--- src/rtl/ir_pkg.sv ---
// Shared types, frame geometry and default timing for the RC5 infrared transmitter.
package ir_pkg;

  typedef enum logic [1:0] {
    IDLE = 2'd0,
    SEND = 2'd1,
    GAP  = 2'd2
  } ir_state_e;

  localparam int RC5_FRAME_BITS = 14;
  localparam int RC5_HALF_BITS  = 28;

  // 50 MHz system clock, 36 kHz carrier, 889 us half-bit, 113.8 ms repeat.
  localparam int DEF_CLK_DIV       = 1389;
  localparam int DEF_CARRIER_HIGH  = 463;
  localparam int DEF_HALF_BIT      = 32;
  localparam int DEF_FRAME_PERIODS = 4096;

  // Frame word, MSB sent first: S1, S2, T, A4..A0, C5..C0.
  function automatic logic [RC5_FRAME_BITS-1:0] rc5_frame(input logic       s2,
                                                          input logic       t,
                                                          input logic [4:0] addr,
                                                          input logic [5:0] cmd);
    return {1'b1, s2, t, addr, cmd};
  endfunction

endpackage

--- src/rtl/ir_carrier_gen.sv ---
// Carrier period counter: high-phase level for LED modulation and a wrap tick
// that paces the half-bit and frame counters.
module ir_carrier_gen
  import ir_pkg::*;
#(
  parameter int CLK_DIV      = DEF_CLK_DIV,
  parameter int CARRIER_HIGH = DEF_CARRIER_HIGH
) (
  input  logic clk,
  input  logic reset,
  input  logic clear,
  output logic carrier,
  output logic period_tick
);

  localparam int            CW   = (CLK_DIV > 1) ? $clog2(CLK_DIV) : 1;
  localparam logic [CW-1:0] LAST = CW'(CLK_DIV - 1);

  logic [CW-1:0] carrier_cnt_q;
  logic [CW-1:0] carrier_cnt_d;

  // Free-running 0..CLK_DIV-1 counter, held at zero while cleared.
  always_comb begin
    carrier_cnt_d = carrier_cnt_q;
    if (clear || (carrier_cnt_q == LAST)) begin
      carrier_cnt_d = '0;
    end else begin
      carrier_cnt_d = carrier_cnt_q + 1'b1;
    end
  end

  // Counter register.
  always_ff @(posedge clk or posedge reset) begin
    if (reset) begin
      carrier_cnt_q <= '0;
    end else begin
      carrier_cnt_q <= carrier_cnt_d;
    end
  end

  assign carrier     = (int'(carrier_cnt_q) < CARRIER_HIGH);
  assign period_tick = (carrier_cnt_q == LAST) && !clear;

endmodule

--- src/rtl/ir_rc5_tx.sv ---
// RC5 infrared transmitter: Manchester-coded 14-bit frame on a modulated
// carrier, repeated while the key is held, toggle bit flipped per keypress.
// Build option: define RC5X_EN to send S2 = ~cmd[6] (128 commands);
// otherwise S2 is fixed at 1 and cmd[6] is ignored.
module ir_rc5_tx
  import ir_pkg::*;
#(
  parameter int CLK_DIV       = DEF_CLK_DIV,
  parameter int CARRIER_HIGH  = DEF_CARRIER_HIGH,
  parameter int HALF_BIT      = DEF_HALF_BIT,
  parameter int FRAME_PERIODS = DEF_FRAME_PERIODS
) (
  input  logic       clk,
  input  logic       reset,
  input  logic       send,
  input  logic [4:0] addr,
  input  logic [6:0] cmd,
  output logic       ir_out,
  output logic       busy,
  output logic       frame_done,
  output logic       toggle
);

  localparam int            HW         = (HALF_BIT > 1) ? $clog2(HALF_BIT) : 1;
  localparam int            FW         = (FRAME_PERIODS > 1) ? $clog2(FRAME_PERIODS) : 1;
  localparam logic [HW-1:0] HALF_LAST  = HW'(HALF_BIT - 1);
  localparam logic [FW-1:0] FRAME_LAST = FW'(FRAME_PERIODS - 1);
  localparam logic [4:0]    HB_LAST    = 5'(RC5_HALF_BITS - 1);

  ir_state_e     state_q, state_d;
  logic [HW-1:0] half_cnt_q, half_cnt_d;
  logic [4:0]    hb_idx_q, hb_idx_d;
  logic [FW-1:0] frame_cnt_q, frame_cnt_d;
  logic [4:0]    addr_q, addr_d;
  logic [6:0]    cmd_q, cmd_d;
  logic          toggle_q, toggle_d;
  logic          ir_out_q, ir_out_d;
  logic          busy_q, busy_d;
  logic          frame_done_q, frame_done_d;

  logic                      carrier;
  logic                      period_tick;
  logic [6:0]                cmd_eff;
  logic                      s2;
  logic [RC5_FRAME_BITS-1:0] frame_word;
  logic [3:0]                bit_sel;
  logic                      cur_bit;
  logic                      mark;
  logic                      same_key;

`ifdef RC5X_EN
  assign cmd_eff = cmd;
  assign s2      = ~cmd_q[6];
`else
  // cmd[6] carries no meaning in plain RC5; it is kept out of the latch
  // so that flipping it never restarts or re-toggles a held key.
  logic cmd6_unused;
  assign cmd6_unused = cmd[6];
  assign cmd_eff     = {1'b0, cmd[5:0]};
  assign s2          = 1'b1;
`endif

  ir_carrier_gen #(
    .CLK_DIV      (CLK_DIV),
    .CARRIER_HIGH (CARRIER_HIGH)
  ) u_carrier (
    .clk         (clk),
    .reset       (reset),
    .clear       (state_q == IDLE),
    .carrier     (carrier),
    .period_tick (period_tick)
  );

  // Current half-bit level: even halves carry the inverted bit, odd halves the bit.
  assign frame_word = rc5_frame(s2, toggle_q, addr_q, cmd_q[5:0]);
  assign bit_sel    = 4'd13 - hb_idx_q[4:1];
  assign cur_bit    = frame_word[bit_sel];
  assign mark       = hb_idx_q[0] ? cur_bit : ~cur_bit;
  assign same_key   = send && (addr == addr_q) && (cmd_eff == cmd_q);

  // Next-state logic: frame sequencing, counters and registered outputs.
  always_comb begin
    state_d      = state_q;
    half_cnt_d   = half_cnt_q;
    hb_idx_d     = hb_idx_q;
    frame_cnt_d  = frame_cnt_q;
    addr_d       = addr_q;
    cmd_d        = cmd_q;
    toggle_d     = toggle_q;
    frame_done_d = 1'b0;
    ir_out_d     = (state_q == SEND) && mark && carrier;
    busy_d       = (state_q != IDLE);

    case (state_q)
      IDLE: begin
        if (send) begin
          state_d     = SEND;
          addr_d      = addr;
          cmd_d       = cmd_eff;
          half_cnt_d  = '0;
          hb_idx_d    = '0;
          frame_cnt_d = '0;
        end
      end
      SEND: begin
        if (period_tick) begin
          frame_cnt_d = (frame_cnt_q == FRAME_LAST) ? '0 : frame_cnt_q + 1'b1;
          if (half_cnt_q == HALF_LAST) begin
            half_cnt_d = '0;
            if (hb_idx_q == HB_LAST) begin
              hb_idx_d     = '0;
              frame_done_d = 1'b1;
              state_d      = GAP;
            end else begin
              hb_idx_d = hb_idx_q + 1'b1;
            end
          end else begin
            half_cnt_d = half_cnt_q + 1'b1;
          end
        end
      end
      GAP: begin
        if (period_tick) begin
          if (frame_cnt_q == FRAME_LAST) begin
            frame_cnt_d = '0;
            half_cnt_d  = '0;
            hb_idx_d    = '0;
            if (same_key) begin
              state_d = SEND;
            end else begin
              state_d  = IDLE;
              toggle_d = ~toggle_q;
            end
          end else begin
            frame_cnt_d = frame_cnt_q + 1'b1;
          end
        end
      end
      default: begin
        state_d = IDLE;
      end
    endcase
  end

  // State, counters, latched key and outputs.
  always_ff @(posedge clk or posedge reset) begin
    if (reset) begin
      state_q      <= IDLE;
      half_cnt_q   <= '0;
      hb_idx_q     <= '0;
      frame_cnt_q  <= '0;
      addr_q       <= '0;
      cmd_q        <= '0;
      toggle_q     <= 1'b0;
      ir_out_q     <= 1'b0;
      busy_q       <= 1'b0;
      frame_done_q <= 1'b0;
    end else begin
      state_q      <= state_d;
      half_cnt_q   <= half_cnt_d;
      hb_idx_q     <= hb_idx_d;
      frame_cnt_q  <= frame_cnt_d;
      addr_q       <= addr_d;
      cmd_q        <= cmd_d;
      toggle_q     <= toggle_d;
      ir_out_q     <= ir_out_d;
      busy_q       <= busy_d;
      frame_done_q <= frame_done_d;
    end
  end

  assign ir_out     = ir_out_q;
  assign busy       = busy_q;
  assign frame_done = frame_done_q;
  assign toggle     = toggle_q;

endmodule

--- config.mk ---
export PLATFORM = sky130hd
export DESIGN_NAME = ir_rc5_tx
export DESIGN_NICKNAME = d
export VERILOG_FILES = /design/src/rtl/ir_pkg.sv /design/src/rtl/ir_carrier_gen.sv /design/src/rtl/ir_rc5_tx.sv
export SDC_FILE = /design/constraint.sdc
export NUM_CORES = 1
export LEC_CHECK = 0
export CORE_MARGIN = 3
export CORE_UTILIZATION = 55
export DETAILED_ROUTE_END_ITERATION = 8
export PLACE_DENSITY_LB_ADDON = 0.2
export REMOVE_ABC_BUFFERS = 1
export SLEW_MARGIN = 40
export SYNTH_ARGS = -nofsm -noshare
export SYNTH_HDL_FRONTEND = slang
export SYNTH_HIERARCHICAL = 1
export SYNTH_SLANG_ARGS = --single-unit
--- constraint.sdc ---
create_clock -name clk -period 2.31 [get_ports clk]
set_input_delay 0.462 -clock clk [delete_from_list [all_inputs] [get_ports clk]]
set_output_delay 0.462 -clock clk [all_outputs]
set_load 0.02 [all_outputs]
==> results of run 1 <==
[flip-flops by register name (all words and copies together), names as in the netlist]
| name | flops |
|---|---|
| addr_q | 5 |
| busy | 1 |
| cmd_q | 6 |
| frame_cnt_q | 12 |
| frame_done | 1 |
| half_cnt_q | 5 |
| hb_idx_q | 5 |
| ir_out | 1 |
| state_q | 2 |
| toggle | 1 |
| u_carrier/carrier_cnt_q | 11 |
[kinds of logic after synthesis]
family / synth area share
AND/OR/NAND/NOR: 0.232
flip-flops: 0.441
AO/OA/AOI/OAI: 0.0926
XOR/XNOR: 0.0772
buffers and inverters: 0.0260
multiplexers: 0.0741
adder cells (fa/ha/maj): 0.0573
[metal layers]
layer,wire (um),part of all wire,up-vias,GRT usage
li1,-,-,1072,-
met1,2550,0.45,1060,0.260
met2,2860,0.51,19,0.348
met3,120,0.021,7,0.0325
met4,91,0.016,0,0.0819
met5,0,0,-,0
[power by group through the flow]
stage               sequential (mW)  clock [mW]  combinational, mW
finish                        0.874       0.751             0.0573
global route                  0.875       0.805             0.0642
CTS                           0.874       0.767             0.0590
detailed placement            0.892           0             0.0588
global placement              0.892           0             0.0582
floorplan                     0.892           0             0.0228
[per-stage QoR]
stage	total power, mW	cell area, um^2
after detailed placement	0.951	3190
after floorplan	0.915	2810
after global routing	1.74	3360
after CTS	1.70	3330
final	1.68	3360
after global placement	0.950	3190
[worst paths after layout]
check | from | endpoint | slack (ns)
setup / recovery | u_carrier/carrier_cnt_q[0] | state_q[0] | 0.21
hold / removal | reset | u_carrier/carrier_cnt_q[2] | 0.46
setup reg to reg | u_carrier/carrier_cnt_q[0] | state_q[0] | 0.21
hold reg to reg | half_cnt_q[4] | half_cnt_q[4] | 0.49
max in group asynchronous | reset | hb_idx_q[1] | 1.36
min in group clk | half_cnt_q[4] | half_cnt_q[4] | 0.49
[worst max-delay path: cells and delay by family, from the launching register on]
family / cells / cell delay, ns
AOI/OAI and AO/OA: 3 / 0.51
adders and majority gates: 1 / 0.15
buffers and inverters: 2 / 0.20
DFF: 1 / 0.38
and+or+nand+nor: 4 / 0.76
[layout by cell type, fill, tap and decap left out, drive strengths merged, types with 3 or more instances in the layout]
cell type      synthesis  routed
a21o                   3       3
a21oi                  9       9
and2                   4       4
and3                   5       5
buf                    3      17
clkbuf                 2       6
clkdlybuf4s50          0      17
dfrtp                 50      50
ha                    13      13
inv                   12      12
mux2                  12      12
mux2i                  3       3
nand2                 22      22
nand2b                 3       3
nand3                 21      21
nand4                 12      12
nor2                  25      25
nor2b                  3       3
nor3                   5       5
o211ai                 3       3
o21ai                 16      16
or3                    7       7
or4                    3       3
xnor2                 15      15
xor2                  10      10
[layout make-up]
cell class	instances	share of cell area
Clock inverter	2	0.0179
Clock buffer	6	0.0246
Multi-Input combinational cell	213	0.457
Timing Repair Buffer	34	0.0887
Sequential cell	50	0.373
Tap cell	67	0.0250
Inverter	12	0.0134
==> reports/metrics.csv, run 1 <==
stage;metric;value;unit
clocking;cts.path.max_buffers;2;
placed_design;dp.cells;376;
power;seqPwrFrac;0.520;
run;drv_cap;0;
setup_path;critPathSlowestCell;dfrtp_1;
sta;post-route-period-util;0.907;
routing;dr_total_vias;2158;
clocking;clock-root-buffer;clkbuf_8;
routing;via_per_inst;5.62;
finish;multiInputGateArea;1540;um^2
setup_path;path_max_fanout;4;
sta;period_needed;2.10;ns
setup_path;cp-end-kind;flop;
power;swShare;0.189;
synth;synthFlopType;dfrtp_1;
finish;nets;344;
synth;ys.warnings.count;6;
power;combPwrFrac;0.034;
sta;worst_pin_slew;0.502;ns
sta;timing.final.ws_setup;0.215;ns
synth;synth.top_cells.by_area;dfrtp_1, ha_1, mux2_2;
finish;instances_no_fill;384;
power;clkPwrFrac;0.446;
setup_path;crit_type;flop to flop;
sta;drv_slew;0;
power;leakage;1.51;nW
sta;tns;0;ns
synth;syn_inst;280;
synth;ys_seq_elements;50;
clocking;cts_buffers;5;
clocking;ctsHoldBuffers;0;
run_status;status;finished clean;
setup_path;ff2ff_path_depth;10;
sta;setup_viol;0;
routing;route.detailed.drc;0;
synth;synth_top_area_share;0.441;
synth;yosysUniqueCellTypes;46;
worst_hold_path;min_path_type;input port to asynchronous set/reset pin;
floorplanning;start_util;0.585;
clocking;clkSlewWorstSetupHoldPaths;0.09;ns
routing;first_pass_iters;4;
setup_path;critical_path_required;2.51;ns
finish;n_fill_cell;396;
placed_design;place.gp.congestion;0.807;
synth;synth_top_area_cell;dfrtp_1;
floorplanning;die_height;77.8;um
setup_path;start_kind;flop;
sta;max-slew-margin-rel;0.665;
power;power.density;501;nW/um^2
placed_design;numPortBuffers;17;
sta;rsz0062_at_grt;false;
floorplanning;io_pins;19;
global_routing;grt_pass1_vias;2179;
placed_design;place_ws;0.0926;ns
finish;drive_gt1_frac;0.177;
floorplanning;die-area;6060;um^2
floorplanning;rows;25;
floorplanning;die_w;77.8;um
clocking;clock-sinks;50;
finish;seq_area;1250;um^2
routing;ant_nets;0;
global_routing;grt_antenna_before_repair;0;
power;internal_power;1.36;mW
clocking;post_cts_buffers;0;
synth;synth_top_cells_by_count;dfrtp_1, nor2_1, nand2_1;
clocking;cts_htree_levels;2;
power;p_sw;318;uW
setup_path;path_cells;inv_1 > ha_1 > and3b_1 > nand4_1 > nor2_2 > o21ai_1 > buf_4 > or2_1 > a21o_1 > a32o_1;
synth;syn_area_per_cell;10.1;um^2
power;ir_drop;411;uV
setup_path;cpPeakStageDelay;0.38;ns
global_routing;grt_overflow;0;
finish;syn2layout_area_growth;18.3;%
sta;fmax;477;MHz
synth;synth_edf_count;0;
placed_design;dp_hpwl;4.02;mm
global_routing;grtUsageTotal;0.205;
finish;diodes;0;
setup_path;crit_arrival;2.29;ns
global_routing;grt_pass1_wl;9.89;mm
floorplanning;core-area;4850;um^2
clocking;cts_resized;0;
routing;wl_per_cell;14.6;um
sta;finalHoldViolations;0;
routing;drtIter0Drc;68;
sta;skew;0.00910;ns
routing;drt-total-wl;5.62;mm
global_routing;grt_max_degree;40;
synth;synth_most_common_cell;dfrtp_1;
clocking;cts_tree;yes;
clocking;clock_latency;0.31;ns
finish;utilization;0.692;
synth;syn_area;2840;um^2
synth;ys_async_sr_fraction;1.00;
sta;hold_slack;0.464;ns
synth;ys_seq_area_frac;0.441;
Power figures use the tool's default switching activity.
==> inputs of run 2 (changes only) <==
--- a/config.mk
+++ b/config.mk
@@ -5,10 +5,13 @@
 export SDC_FILE = /design/constraint.sdc
 export NUM_CORES = 1
 export LEC_CHECK = 0
+export CAP_MARGIN = 10
 export CORE_MARGIN = 3
 export CORE_UTILIZATION = 55
 export DETAILED_ROUTE_END_ITERATION = 8
+export MAX_ROUTING_LAYER = met4
 export PLACE_DENSITY_LB_ADDON = 0.2
+export RECOVER_POWER = 100
 export REMOVE_ABC_BUFFERS = 1
 export SLEW_MARGIN = 40
 export SYNTH_ARGS = -nofsm -noshare
==> run 2 against run 1 <==
  * Power is 0.22% lower
  * Setup slack worse by 0.050 ns
  * Cell area fell by 0.75%
  * Sequential share of layout area rose by 0.28 points
  * Clock power about the same
  * Fmax down 2.3%
  * Via count about the same
  * Clock-buffer cell count is the same
==> reports/metrics.csv, run 2 (synthesis gave the netlist of run 1 again) <==
stage;metric;value;unit;change
sta;drv_slew;0;;unchanged
routing;wl_per_cell;14.7;um;was 14.6 um
clocking;cts.path.max_buffers;2;;unchanged
clocking;cts_resized;0;;unchanged
global_routing;grt_pass1_vias;2182;;was 2179
setup_path;crit_arrival;2.34;ns;was 2.29 ns
worst_hold_path;min_path_type;flop to flop;;was input port to asynchronous set/reset pin
routing;route.detailed.drc;0;;unchanged
sta;period_needed;2.15;ns;was 2.10 ns
finish;largest_register_ffs;12;;unchanged
floorplanning;die_height;77.8;um;unchanged
clocking;clock-sinks;50;;unchanged
setup_path;critPathSlowestCell;dfrtp_1;;unchanged
global_routing;grtUsageTotal;0.211;;was 0.205
routing;via_per_inst;5.62;;about the same
setup_path;path_max_fanout;4;;unchanged
global_routing;grt_overflow;0;;unchanged
clocking;cts_htree_levels;2;;unchanged
sta;tns;0;ns;unchanged
placed_design;place_ws;0.0926;ns;unchanged
floorplanning;io_pins;19;;unchanged
floorplanning;rows;25;;unchanged
finish;layout_common_cells;dfrtp_1, nor2_1, nand2_1;;unchanged
finish;reg.largest.list;frame_cnt_q: 12 flops, u_carrier/carrier_cnt_q: 11 flops, cmd_q: 6 flops;;unchanged
run;drv_cap;0;;unchanged
setup_path;critical_path_required;2.51;ns;about the same
sta;skew;0.00977;ns;was 0.00910 ns
clocking;ctsHoldBuffers;0;;unchanged
finish;nets;344;;unchanged
placed_design;dp_hpwl;4.02;mm;unchanged
clocking;clkSlewWorstSetupHoldPaths;0.09;ns;about the same
sta;timing.final.ws_setup;0.165;ns;was 0.215 ns
floorplanning;die_w;77.8;um;unchanged
finish;syn2layout_area_growth;17.4;%;was 18.3%
floorplanning;start_util;0.585;;unchanged
worst_hold_path;hp-start;half_cnt_q[4];;
clocking;clock-root-buffer;clkbuf_8;;unchanged
power;leakage;1.50;nW;was 1.51 nW
routing;first_pass_iters;4;;unchanged
clocking;cts_tree;yes;;unchanged
power;ir_drop;410;uV;was 411 uV
setup_path;start_kind;flop;;unchanged
setup_path;r2r-start;u_carrier/carrier_cnt_q[0];;unchanged
sta;setup_viol;0;;unchanged
clocking;cts_buffers;5;;unchanged
sta;rsz0062_at_grt;false;;unchanged
setup_path;r2r_slack;0.16;ns;was 0.21 ns
sta;max-slew-margin-rel;0.357;;was 0.665
routing;drtIter0Drc;75;;was 68
placed_design;numPortBuffers;17;;unchanged
finish;stdcell_area;3330;um^2;was 3360 um^2
setup_path;cp-startpoint;u_carrier/carrier_cnt_q[0];;unchanged
setup_path;crit_type;flop to flop;;unchanged
sta;finalHoldViolations;0;;unchanged
sta;fmax;466;MHz;was 477 MHz
sta;worst_pin_slew;0.965;ns;was 0.502 ns
sta;post-route-period-util;0.929;;was 0.907
clocking;clock_latency;0.31;ns;about the same
clocking;post_cts_buffers;0;;unchanged
setup_path;cpPeakStageDelay;0.38;ns;about the same
placed_design;dp.cells;376;;unchanged
setup_path;path_cells;inv_1 > ha_1 > and3b_1 > nand4_1 > nor2_2 > o21ai_0 > buf_4 > or2_0 > a21o_1 > a32o_1;;was inv_1 > ha_1 > and3b_1 > nand4_1 > nor2_2 > o21ai_1 > buf_4 > or2_1 > a21o_1 > a32o_1
routing;ant_nets;0;;unchanged
floorplanning;core-area;4850;um^2;unchanged
finish;diodes;0;;unchanged
finish;final_common_cell;dfrtp_1;;unchanged
finish;instances_no_fill;384;;unchanged
routing;dr_total_vias;2159;;was 2158
power;power.density;504;nW/um^2;was 501 nW/um^2
global_routing;grt_max_degree;40;;unchanged
placed_design;placed_area;3190;um^2;unchanged
run_status;status;finished clean;;unchanged
finish;drive_gt1_frac;0.167;;was 0.177
global_routing;grt_pass1_wl;9.89;mm;unchanged
global_routing;grt_antenna_before_repair;0;;unchanged
placed_design;place.gp.congestion;0.819;;was 0.807
routing;drt-total-wl;5.64;mm;was 5.62 mm
finish;largest_register;frame_cnt_q;;unchanged
setup_path;cp-end-kind;flop;;unchanged
floorplanning;die-area;6060;um^2;unchanged
-- run 2: layout make-up --
class | instances | area, um^2
multi-input cells | 213 | 1520
fillers | 399 | 1520
flip-flops and latches | 50 | 1250
repair buffers | 34 | 288
well taps | 67 | 83.8
clock buffers | 6 | 82.6
clock inverters | 2 | 60.1
inverters | 12 | 45.0
-- run 2: worst paths after layout --
| path | cells past startpoint | endpoint |
|---|---|---|
| hold / removal | 2 | half_cnt_q[4] |
| setup / recovery | 10 | state_q[0] |
| setup reg to reg | 10 | state_q[0] |
| max in group asynchronous | 3 | half_cnt_q[0] |
| hold reg to reg | 2 | half_cnt_q[4] |
| min in group asynchronous | 2 | u_carrier/carrier_cnt_q[2] |
-- run 2: stage by stage --
step / util / hold WS [ns] / total power [mW]
after CTS: 0.687 / 0.471 / 1.70
after detailed placement: 0.658 / 0.474 / 0.951
after floorplan: - / 0.314 / 0.915
final: 0.687 / 0.488 / 1.68
after global placement: 0.658 / 0.461 / 0.950
after global routing: 0.687 / 0.511 / 1.74
-- run 2: critical path, delay by kind of cell (launching register included) --
family | cells | cell delay, ns
adder cells (fa/ha/maj) | 1 | 0.15
flip-flops | 1 | 0.38
AND/OR/NAND/NOR | 4 | 0.76
AO/OA/AOI/OAI | 3 | 0.55
buffers and inverters | 2 | 0.21
-- run 2: layer usage --
layer / GRT usage / part of all wire / up-vias
li1: - / - / 1072
met1: 0.260 / 0.45 / 1056
met2: 0.348 / 0.51 / 24
met3: 0.0313 / 0.022 / 7
met4: 0.0819 / 0.015 / 0
met5: - / 0 / -
-- run 2: power breakdown --
group / switching (mW) / internal (mW)
sequential: 0.00000494 / 0.874
clock: 0.287 / 0.462
combinational: 0.0283 / 0.0279
==> inputs of run 3 (changes only) <==
--- a/config.mk
+++ b/config.mk
@@ -9,6 +9,7 @@
 export CORE_MARGIN = 3
 export CORE_UTILIZATION = 55
 export DETAILED_ROUTE_END_ITERATION = 8
+export GPL_TIMING_DRIVEN = 0
 export MAX_ROUTING_LAYER = met4
 export PLACE_DENSITY_LB_ADDON = 0.2
 export RECOVER_POWER = 100
==> run 3 against run 2 <==
  * Sequential power hardly changed
  * Clock power is 20% lower
  * Power down 9.0%
  * Fmax shrank 3.3%
  * Critical path type unchanged
  * Largest cell class unchanged
==> reports/metrics.csv, run 3 (synthesis gave the netlist of run 1 again) <==
stage;metric;value;unit;change
run_status;status;finished clean;;unchanged
sta;fmax;451;MHz;was 466 MHz
placed_design;numPortBuffers;17;;unchanged
routing;drtIter0Drc;80;;was 75
setup_path;ff2ff_path_depth;7;;was 10
clocking;cts_htree_levels;2;;unchanged
setup_path;path_cells;inv_1 > ha_1 > mux2i_2 > nor2_1 > nand4_1 > xor2_1 > nor2_1;;was inv_1 > ha_1 > and3b_1 > nand4_1 > nor2_2 > o21ai_0 > buf_4 > or2_0 > a21o_1 > a32o_1
clocking;clkSlewWorstSetupHoldPaths;0.09;ns;about the same
global_routing;grt_overflow;0;;unchanged
routing;route.detailed.drc;0;;unchanged
run;drv_cap;0;;unchanged
finish;utilization;0.684;;was 0.687
setup_path;cp.buffers_inverters;1;;was 2
routing;ant_nets;0;;unchanged
sta;period_needed;2.22;ns;was 2.15 ns
placed_design;place.gp.congestion;0.796;;was 0.819
setup_path;cpPeakStageDelay;0.57;ns;was 0.38 ns
clocking;clock_latency;0.29;ns;was 0.31 ns
global_routing;grt_util_met3;0.0429;;was 0.0313
finish;n_fill_cell;372;;was 399
setup_path;path_depth;7;;was 10
setup_path;critPathSlowestCell;mux2i_2;;was dfrtp_1
clocking;ctsHoldBuffers;0;;unchanged
global_routing;grt_pass1_vias;2141;;was 2182
setup_path;crit_arrival;2.39;ns;was 2.34 ns
global_routing;grt_pass1_wl;9.43;mm;was 9.89 mm
floorplanning;die_w;77.8;um;unchanged
power;power;1.53;mW;was 1.68 mW
floorplanning;rows;25;;unchanged
routing;dr_total_vias;2131;;was 2159
routing;first_pass_iters;4;;unchanged
floorplanning;die_height;77.8;um;unchanged
global_routing;grt_antenna_before_repair;0;;unchanged
setup_path;critical_path_required;2.48;ns;was 2.51 ns
setup_path;crit_type;flop to flop;;unchanged
global_routing;top_usage_layer;met2;;unchanged
clocking;cts_tree;yes;;unchanged
global_routing;use_met1;0.238;;was 0.260
finish;final_common_cell;dfrtp_1;;unchanged
floorplanning;start_util;0.585;;unchanged
routing;via_per_inst;5.73;;was 5.62
clocking;cts_buffers;5;;unchanged
worst_hold_path;min_path_type;flop to flop;;unchanged
setup_path;path_common_cell;nor2_1;;
clocking;clock-root-buffer;clkbuf_8;;unchanged
power;ir_drop;469;uV;was 410 uV
sta;worst_pin_slew;1.46;ns;was 0.965 ns
finish;largest_register_ffs;12;;unchanged
setup_path;path_max_fanout;7;;was 4
global_routing;grt_max_degree;40;;unchanged
global_routing;grtUsageMet2;0.328;;was 0.348
sta;rsz0062_at_grt;true;;was false
setup_path;path_delay_family;multiplexers;;was simple AND/OR/NAND/NOR gates
finish;largest_register;frame_cnt_q;;unchanged
sta;skew;0.00543;ns;was 0.00977 ns
sta;post-route-period-util;0.961;;was 0.929
power;power.density;461;nW/um^2;was 504 nW/um^2
global_routing;grtUsageTotal;0.195;;was 0.211
finish;syn2layout_area_growth;16.8;%;was 17.4%
finish;nets;332;;was 344
clocking;clock-sinks;50;;unchanged
finish;layout_common_cells;dfrtp_1, nor2_1, nand2_1, nand3_1, clkdlybuf4s50_1;;was dfrtp_1, nor2_1, nand2_1
sta;finalHoldViolations;0;;unchanged
finish;diodes;0;;unchanged
sta;setup_viol;0;;unchanged
floorplanning;core-area;4850;um^2;unchanged
setup_path;cp-end-kind;flop;;unchanged
worst_hold_path;whs_path_depth;2;;unchanged
routing;wl_per_cell;14.9;um;was 14.7 um
power;leakage;1.44;nW;was 1.50 nW
sta;max-slew-margin-rel;0.0226;;was 0.357
setup_path;start_kind;flop;;unchanged
placed_design;dp_hpwl;3.76;mm;was 4.02 mm
floorplanning;die-area;6060;um^2;unchanged
finish;reg.largest.list;frame_cnt_q: 12 flops, u_carrier/carrier_cnt_q: 11 flops, cmd_q: 6 flops;;unchanged
finish;drive_gt1_frac;0.174;;was 0.167
clocking;cts.path.max_buffers;2;;unchanged
routing;drt-total-wl;5.53;mm;was 5.64 mm
floorplanning;io_pins;19;;unchanged
sta;drv_slew;0;;unchanged
run 3: final timing paths:
check | start | to | slack, ns
setup / recovery | state_q[1] | frame_cnt_q[4] | 0.09
hold / removal | half_cnt_q[4] | half_cnt_q[4] | 0.49
setup reg to reg | state_q[1] | frame_cnt_q[4] | 0.09
hold reg to reg | half_cnt_q[4] | half_cnt_q[4] | 0.49
max in group asynchronous | reset | frame_cnt_q[0] | 0.39
min in group asynchronous | reset | u_carrier/carrier_cnt_q[5] | 0.62
run 3: worst reg2reg max path, cell delays in order (launching register included):
cell     delay, ns
dfrtp_1       0.41
inv_1         0.12
ha_1          0.43
mux2i_2       0.57
nor2_1        0.19
nand4_1       0.15
xor2_1        0.17
nor2_1        0.06
run 3: stage by stage:
step	area, um^2	setup slack (ns)	instances	setup TNS (ns)	hold WS [ns]
4_1_cts	3180	0.0305	367	0	0.490
5_1_grt	3320	-0.0812	372	-0.301	0.517
3_5_place_dp	3070	-0.174	359	-1.25	0.470
6_report	3320	0.0909	372	0	0.487
3_3_place_gp	3060	-0.147	359	-0.882	0.458
2_1_floorplan	2810	0.169	275	0	0.314
run 3: per-layer routing:
metal,vias to the layer above,part of all wire
met2,19,0.52
met5,-,0
met1,1053,0.45
met3,4,0.025
li1,1055,-
met4,0,0.0052
run 3: where the power goes:
| group | internal, mW | switching [mW] |
|---|---|---|
| clock network | 0.324 | 0.275 |
| registers | 0.874 | 0.00000558 |
| logic | 0.0264 | 0.0278 |
run 3: repair_timing:
action / CTS / global route
pin swaps: 0 / 13
endpoints found under the setup margin: 17 / 16
gates resized for setup: 3 / 21
cloned: 0 / 1
setup buffers: 0 / 4
run 3: final cells by class:
| cell class | instances | area [um^2] | share of cell area |
|---|---|---|---|
| tap | 67 | 83.8 | 0.0253 |
| sequential | 50 | 1250 | 0.378 |
| inverter | 12 | 45.0 | 0.0136 |
| multi-input combinational | 214 | 1630 | 0.491 |
| clock inverter | 1 | 30.0 | 0.00906 |
| timing repair buffer | 21 | 200 | 0.0604 |
| clock buffer | 7 | 76.3 | 0.0230 |
